<file path="config.mk">
export PLATFORM = sky130hd
export DESIGN_NAME = interrupt_controller
export DESIGN_NICKNAME = d
export VERILOG_FILES = /design/src/rtl/interrupt_controller.sv
export SDC_FILE = /design/constraint.sdc
export NUM_CORES = 1
export LEC_CHECK = 0
export CAP_MARGIN = 20
export CORE_AREA = 2 2 39 41
export CTS_BUF_LIST = sky130_fd_sc_hd__clkbuf_16
export CTS_CLUSTER_SIZE = 30
export DETAILED_ROUTE_END_ITERATION = 16
export DIE_AREA = 0 0 41 43
export DONT_BUFFER_PORTS = 1
export PLACE_DENSITY_LB_ADDON = 0.12
export SLEW_MARGIN = 15
export SYNTH_ARGS = -nofsm -noshare
export SYNTH_HDL_FRONTEND = slang
export SYNTH_SLANG_ARGS = --single-unit
</file>
<file path="constraint.sdc">
create_clock -name clk -period 3.15 [get_ports clk]
set_input_delay 0.945 -clock clk [delete_from_list [all_inputs] [get_ports clk]]
set_output_delay 0.945 -clock clk [all_outputs]
set_load 0.005 [all_outputs]
</file>
<file path="src/rtl/interrupt_controller.sv">
// Fixed-priority, maskable interrupt controller with edge-detected pending bits and
// an ack / end-of-interrupt handshake. At most one interrupt is in service at a time.
module interrupt_controller #(
    parameter int              N_IRQ      = 3,
    parameter int              VEC_W      = 10,
    parameter logic [VEC_W-1:0] VEC_BASE  = VEC_W'(1000),
    parameter int              VEC_STRIDE = 4,
    localparam int             ID_W       = (N_IRQ > 1) ? $clog2(N_IRQ) : 1
) (
    input  logic             clk,
    input  logic             reset,
    input  logic [N_IRQ-1:0] irq_in,
    input  logic             mask_we,
    input  logic [N_IRQ-1:0] mask_wdata,
    input  logic             int_ack,
    input  logic             eoi,
    output logic             int_req,
    output logic [ID_W-1:0]  int_id,
    output logic [VEC_W-1:0] int_vec,
    output logic             busy,
    output logic [N_IRQ-1:0] pending,
    output logic [N_IRQ-1:0] mask
);

    typedef enum logic [1:0] {IDLE, REQ, SERVICE} state_t;

    state_t           state, state_next;
    logic [N_IRQ-1:0] irq_prev;
    logic [N_IRQ-1:0] irq_edge;
    logic [N_IRQ-1:0] eligible;
    logic [N_IRQ-1:0] clr;
    logic [ID_W-1:0]  win_id, id_next;
    logic [VEC_W-1:0] win_vec, vec_next;
    logic             ack_take;

    assign irq_edge = irq_in & ~irq_prev;
    assign eligible = pending & ~mask;

    // Descending scan so the lowest set index is the last (and winning) assignment.
    always_comb begin
        win_id = '0;
        for (int i = N_IRQ - 1; i >= 0; i--)
            if (eligible[i]) win_id = ID_W'(i);
    end

    assign win_vec = VEC_BASE + VEC_W'(VEC_STRIDE) * VEC_W'(win_id);

    always_comb begin
        state_next = state;
        id_next    = int_id;
        vec_next   = int_vec;
        ack_take   = 1'b0;
        case (state)
            IDLE: begin
                if (|eligible) begin
                    state_next = REQ;
                    id_next    = win_id;
                    vec_next   = win_vec;
                end
            end
            REQ: begin
                if (int_ack) begin
                    state_next = SERVICE;
                    ack_take   = 1'b1;
                end else if (mask[int_id]) begin
                    state_next = IDLE;
                    id_next    = '0;
                    vec_next   = '0;
                end
            end
            SERVICE: begin
                if (eoi) begin
                    state_next = IDLE;
                    id_next    = '0;
                    vec_next   = '0;
                end
            end
            default: begin
                state_next = IDLE;
                id_next    = '0;
                vec_next   = '0;
            end
        endcase
    end

    assign clr = ack_take ? (N_IRQ'(1) << int_id) : '0;

    always_ff @(posedge clk or negedge reset) begin
        if (!reset) begin
            state    <= IDLE;
            int_id   <= '0;
            int_vec  <= '0;
            irq_prev <= '0;
            pending  <= '0;
            mask     <= '0;
        end else begin
            state    <= state_next;
            int_id   <= id_next;
            int_vec  <= vec_next;
            irq_prev <= irq_in;
            // A new edge in the ack cycle re-arms the bit: set beats clear.
            pending  <= (pending & ~clr) | irq_edge;
            if (mask_we) mask <= mask_wdata;
        end
    end

    assign int_req = (state == REQ);
    assign busy    = (state == SERVICE);

endmodule

</file>
# == Word-level counts from Yosys, hierarchy flattened ==
# Cells that the tools add are included.
# word_totals
reg_bits,23
in_bits,11
output_inout_bits,20
word_cells,48
# classes
add_sub_neg,1
n_lt_le_gt_ge,1
eq_ne,7
n_shift,1
muxes,21
n_bitwise,7
n_reduce_logical,4
# ops
op,count
$mux W10,4
$pmux W10 S3,1
$mux W2,9
$pmux W2 S3,2
$and A3 B3 Y3,3
$not A3 Y3,3
$add A6 B5 Y7 const A,1
$ne A2 B2 Y1 const B,3
$reduce_and A4 Y1,1
$lt A2 B3 Y1 const B,1
$mux W1,3
$mux W3,1
$ne A3 B2 Y1 const B,1
$or A3 B3 Y3,1
$reduce_and A3 Y1,1
$reduce_or A3 Y1,1
$shl A1 B2 Y3 const A,1
$bmux W1 S2,1
$eq A2 B1 Y1 const B,1
$eq A2 B2 Y1 const B,1
$logic_not A2 Y1,1
$ne A2 B1 Y1 const B,1

# == Depth between registers and ports, before layout ==
# logic_depth
ltp_word,8
depth_mapped,5
ltp_nobuf,4

# == Least setup slack after synthesis ==
# OpenSTA, ideal clock, no wires.
# synth_timing
path_type,input to register
start,in int_ack
end,reg int_vec[3]
setup_time_ns,0.128
arrival_ns,1.922
path_slack_ns,1.101
stages,3
n_path_buf,0
cell_sequence,or3_1 -> a311o_1 -> mux2_1
# synth_between
elab_chain_len,2
# synth_rtl
item,line,source
"start, declared",15,"input logic int_ack,"
$ne A2 B2 Y1 (no source line),-,
$reduce_and A4 Y1 (no source line),-,
"end signal, assigned",99,int_vec <= vec_next;
"end, declared",19,"output logic [VEC_W-1:0] int_vec,"
# Every way passes these cells.
# A chain may end at the register's enable or synchronous reset.

# == Worst setup path after layout ==
# layout_timing
start,reg state[0]
end,out int_req
# layout_between
elab_chain_len,1
# layout_rtl
item,line,source
"start, declared",27,"state_t state, state_next;"
"start signal, assigned",97,state <= state_next;
$eq A2 B1 Y1,107,assign int_req = (state == REQ);
"end, declared",17,"output logic int_req,"
# Every way passes these cells.

==> flow_metrics.py <==
metrics = {
    "clocking": {
        "clock_sinks": 15,
        "cts-buffers-inserted": 3,
        "postCtsSetupBuffers": 0,
        "h-tree-depth": 1,
        "cts_tree": "yes",
        "clock-root-buffer": "clkbuf_16",
        "cts_resized": 0,
        "cts_hold_buf": 0,
        "path_clk_slew_ns": 0.05,
        "clk_latency_ns": 0.25,
        "cts.path.max_buffers": 2,
    },
    "synth": {
        "ys_types": 25,
        "synth-async-reset-ratio_pct": 100,
        "synth_enable_flop_cells": 0,
        "dominantRegCellSynth": "dfrtp_1",
        "avgSynthCellArea_um2": 10.3,
        "syn_area_um2": 743,
        "ys_warn_count": 0,
        "synthCells": 72,
        "synth_seq_area_share_pct": 50.5,
        "synth-seq-cells": 15,
    },
    "critical_path": {
        "cp-end-kind": "primary output",
        "cp.arrival_ns": 1.01,
        "worstPathRequired_ns": 2.20,
        "critPathKind": "register to primary output",
        "cp-endpoint": "int_req",
        "ff2ff_setup_slack_ns": 1.35,
        "path_max_fanout": 9,
        "cp.buffers_inverters": 0,
        "cp_slowest_cell": "dfrtp_1",
        "worstSetupStartpointType": "register",
        "crit_family": "flip-flops",
        "r2r-end": "int_vec[3]",
        "crit_start": "state[0]",
        "path_cells": "nor2b_1",
        "cpPeakStageDelay_ns": 0.46,
        "reg2reg_from": "int_id[0]",
        "cp_num_cells": 1,
        "rr_worst_depth": 4,
    },
    "placement": {
        "dpl-instance-area_um2": 703,
        "post-place-ws_ns": 1.06,
        "io_buffers": 0,
        "post-dp-hpwl_um": 975,
        "routabilityCongestion": 0.640,
    },
    "final_layout": {
        "fill_cells": 125,
        "syn_to_final_growth_pct": 5.39,
        "layout_common_cells": "dfrtp_1, inv_1, nor2_1, o21ai_0",
        "nets": 80,
        "drive_above_1_share_pct": 10.3,
        "final_area_um2": 783,
        "final_common_cell": "dfrtp_1",
        "antenna_cells": 0,
    },
    "floorplanning": {
        "row_count": 14,
        "fp.dieH_um": 43,
        "die_w_um": 41,
        "die-area_um2": 1760,
        "core_area_um2": 1380,
        "io_pins": 31,
        "initial_utilization_pct": 53.7,
    },
    "global_route": {
        "overflow": 0,
        "grt_util_all_layers_pct": 18.4,
        "antenna_found_initial": 0,
        "grt_pass1_wl_um": 2040,
        "grt_max_degree": 16,
        "grt_pass1_vias": 444,
    },
    "drt": {
        "dr.pass1.iters": 1,
        "avgViaCountPerCell": 5.56,
        "drcViolationCount": 0,
        "drtIter0Drc": 0,
        "routed_wl_um": 1330,
        "drt.antenna.violating_nets": 0,
        "wl_per_cell_um": 15.9,
        "vias": 467,
    },
    "timing": {
        "fmax_mhz": 513,
        "clock_skew_ns": 0.00443,
        "tns_ns": 0,
        "period_needed_ns": 1.95,
        "grt_setup_unrepaired": "false",
        "setup_viol": 0,
        "drv_slew": 0,
        "hold_viol_final": 0,
        "fin_ws_ns": 1.20,
        "finalCritPeriodShare_pct": 61.9,
    },
    "worst_hold_path": {
        "min_path_type": "input port to asynchronous set/reset pin",
    },
    "pwr": {
        "ir_drop_mv": 0.517,
        "power_density_nw_per_um2": 986,
        "p_leak_nw": 0.347,
    },
    "job": {
        "drv_cap": 0,
    },
    "outcome": {
        "status": "completed",
    },
}
worst min path at each step:
stage,cells past startpoint,endpoint,slack [ns],from
2_1_floorplan,1,pending[0],0.40,irq_prev[0]
4_1_cts,0,int_vec[3],0.39,reset
3_5_place_dp,1,pending[2],0.41,irq_prev[2]
3_3_place_gp,1,pending[1],0.40,irq_prev[1]
5_1_grt,0,int_vec[3],0.38,reset
6_report,0,int_vec[8],0.39,reset
cell families (layout without fill, tap and decap cells):
group / after synthesis / count (layout) / synth area share, %
and+or+nand+nor: 21 / 21 / 15.3
buffers and inverters: 15 / 10 / 11.6
other: 1 / 2 / 0.505
AOI/OAI and AO/OA: 15 / 15 / 14.6
muxes: 5 / 5 / 7.41
DFF: 15 / 15 / 50.5
flip-flops by register name (all words and copies together) (netlist names):
register  flops
int_vec       3
irq_prev      3
mask          3
pending       3
state         2
int_id        1
routing by layer:
metal	wire length, µm	global-route usage (%)	vias to the layer above
met1	526	21.3	220
met4	27	12.0	0
met2	675	26.6	16
met3	103	7.85	4
li1	-	-	227
met5	0	0	-
synth_stat cells (all sizes together) (2+ instances only):
| library cell | number | share of area, % |
|---|---|---|
| nand2 | 4 | 2.0 |
| nand2b | 4 | 3.4 |
| inv | 6 | 3.0 |
| o31ai | 3 | 3.0 |
| dfrtp | 15 | 51 |
| buf | 8 | 8.1 |
| nor2b | 2 | 1.7 |
| o21ai | 5 | 3.4 |
| mux2 | 4 | 6.1 |
| o2bb2ai | 2 | 2.4 |
| nor2 | 6 | 3.0 |
stage by stage:
step           hold slack (ns)  power, mW  util, %  cells
2_1_floorplan            0.400      0.530        -     73
5_1_grt                  0.381      0.829     56.6     84
6_report                 0.392      0.773     56.6     84
4_1_cts                  0.391      0.779     56.6     84
3_3_place_gp             0.404      0.527     50.8     80
3_5_place_dp             0.415      0.532     50.8     80
layout make-up:
| class | instances | area [µm²] | area share [%] |
|---|---|---|---|
| Inverter | 6 | 22.5 | 2.88 |
| Clock buffer | 3 | 75.1 | 9.58 |
| Sequential cell | 15 | 375 | 47.9 |
| Clock inverter | 1 | 5.00 | 0.639 |
| Tap cell | 16 | 20.0 | 2.56 |
| Multi-Input combinational cell | 43 | 285 | 36.4 |
report_power, final:
part | total [mW] | switching, mW | leakage [nW] | internal [mW]
clock | 0.243 | 0.0737 | 0.0409 | 0.169
sequential | 0.337 | 0.0887 | 0.174 | 0.248
combinational | 0.193 | 0.0988 | 0.132 | 0.0941
total | 0.773 | 0.261 | 0.347 | 0.511
Power figures use the tool's default switching activity.
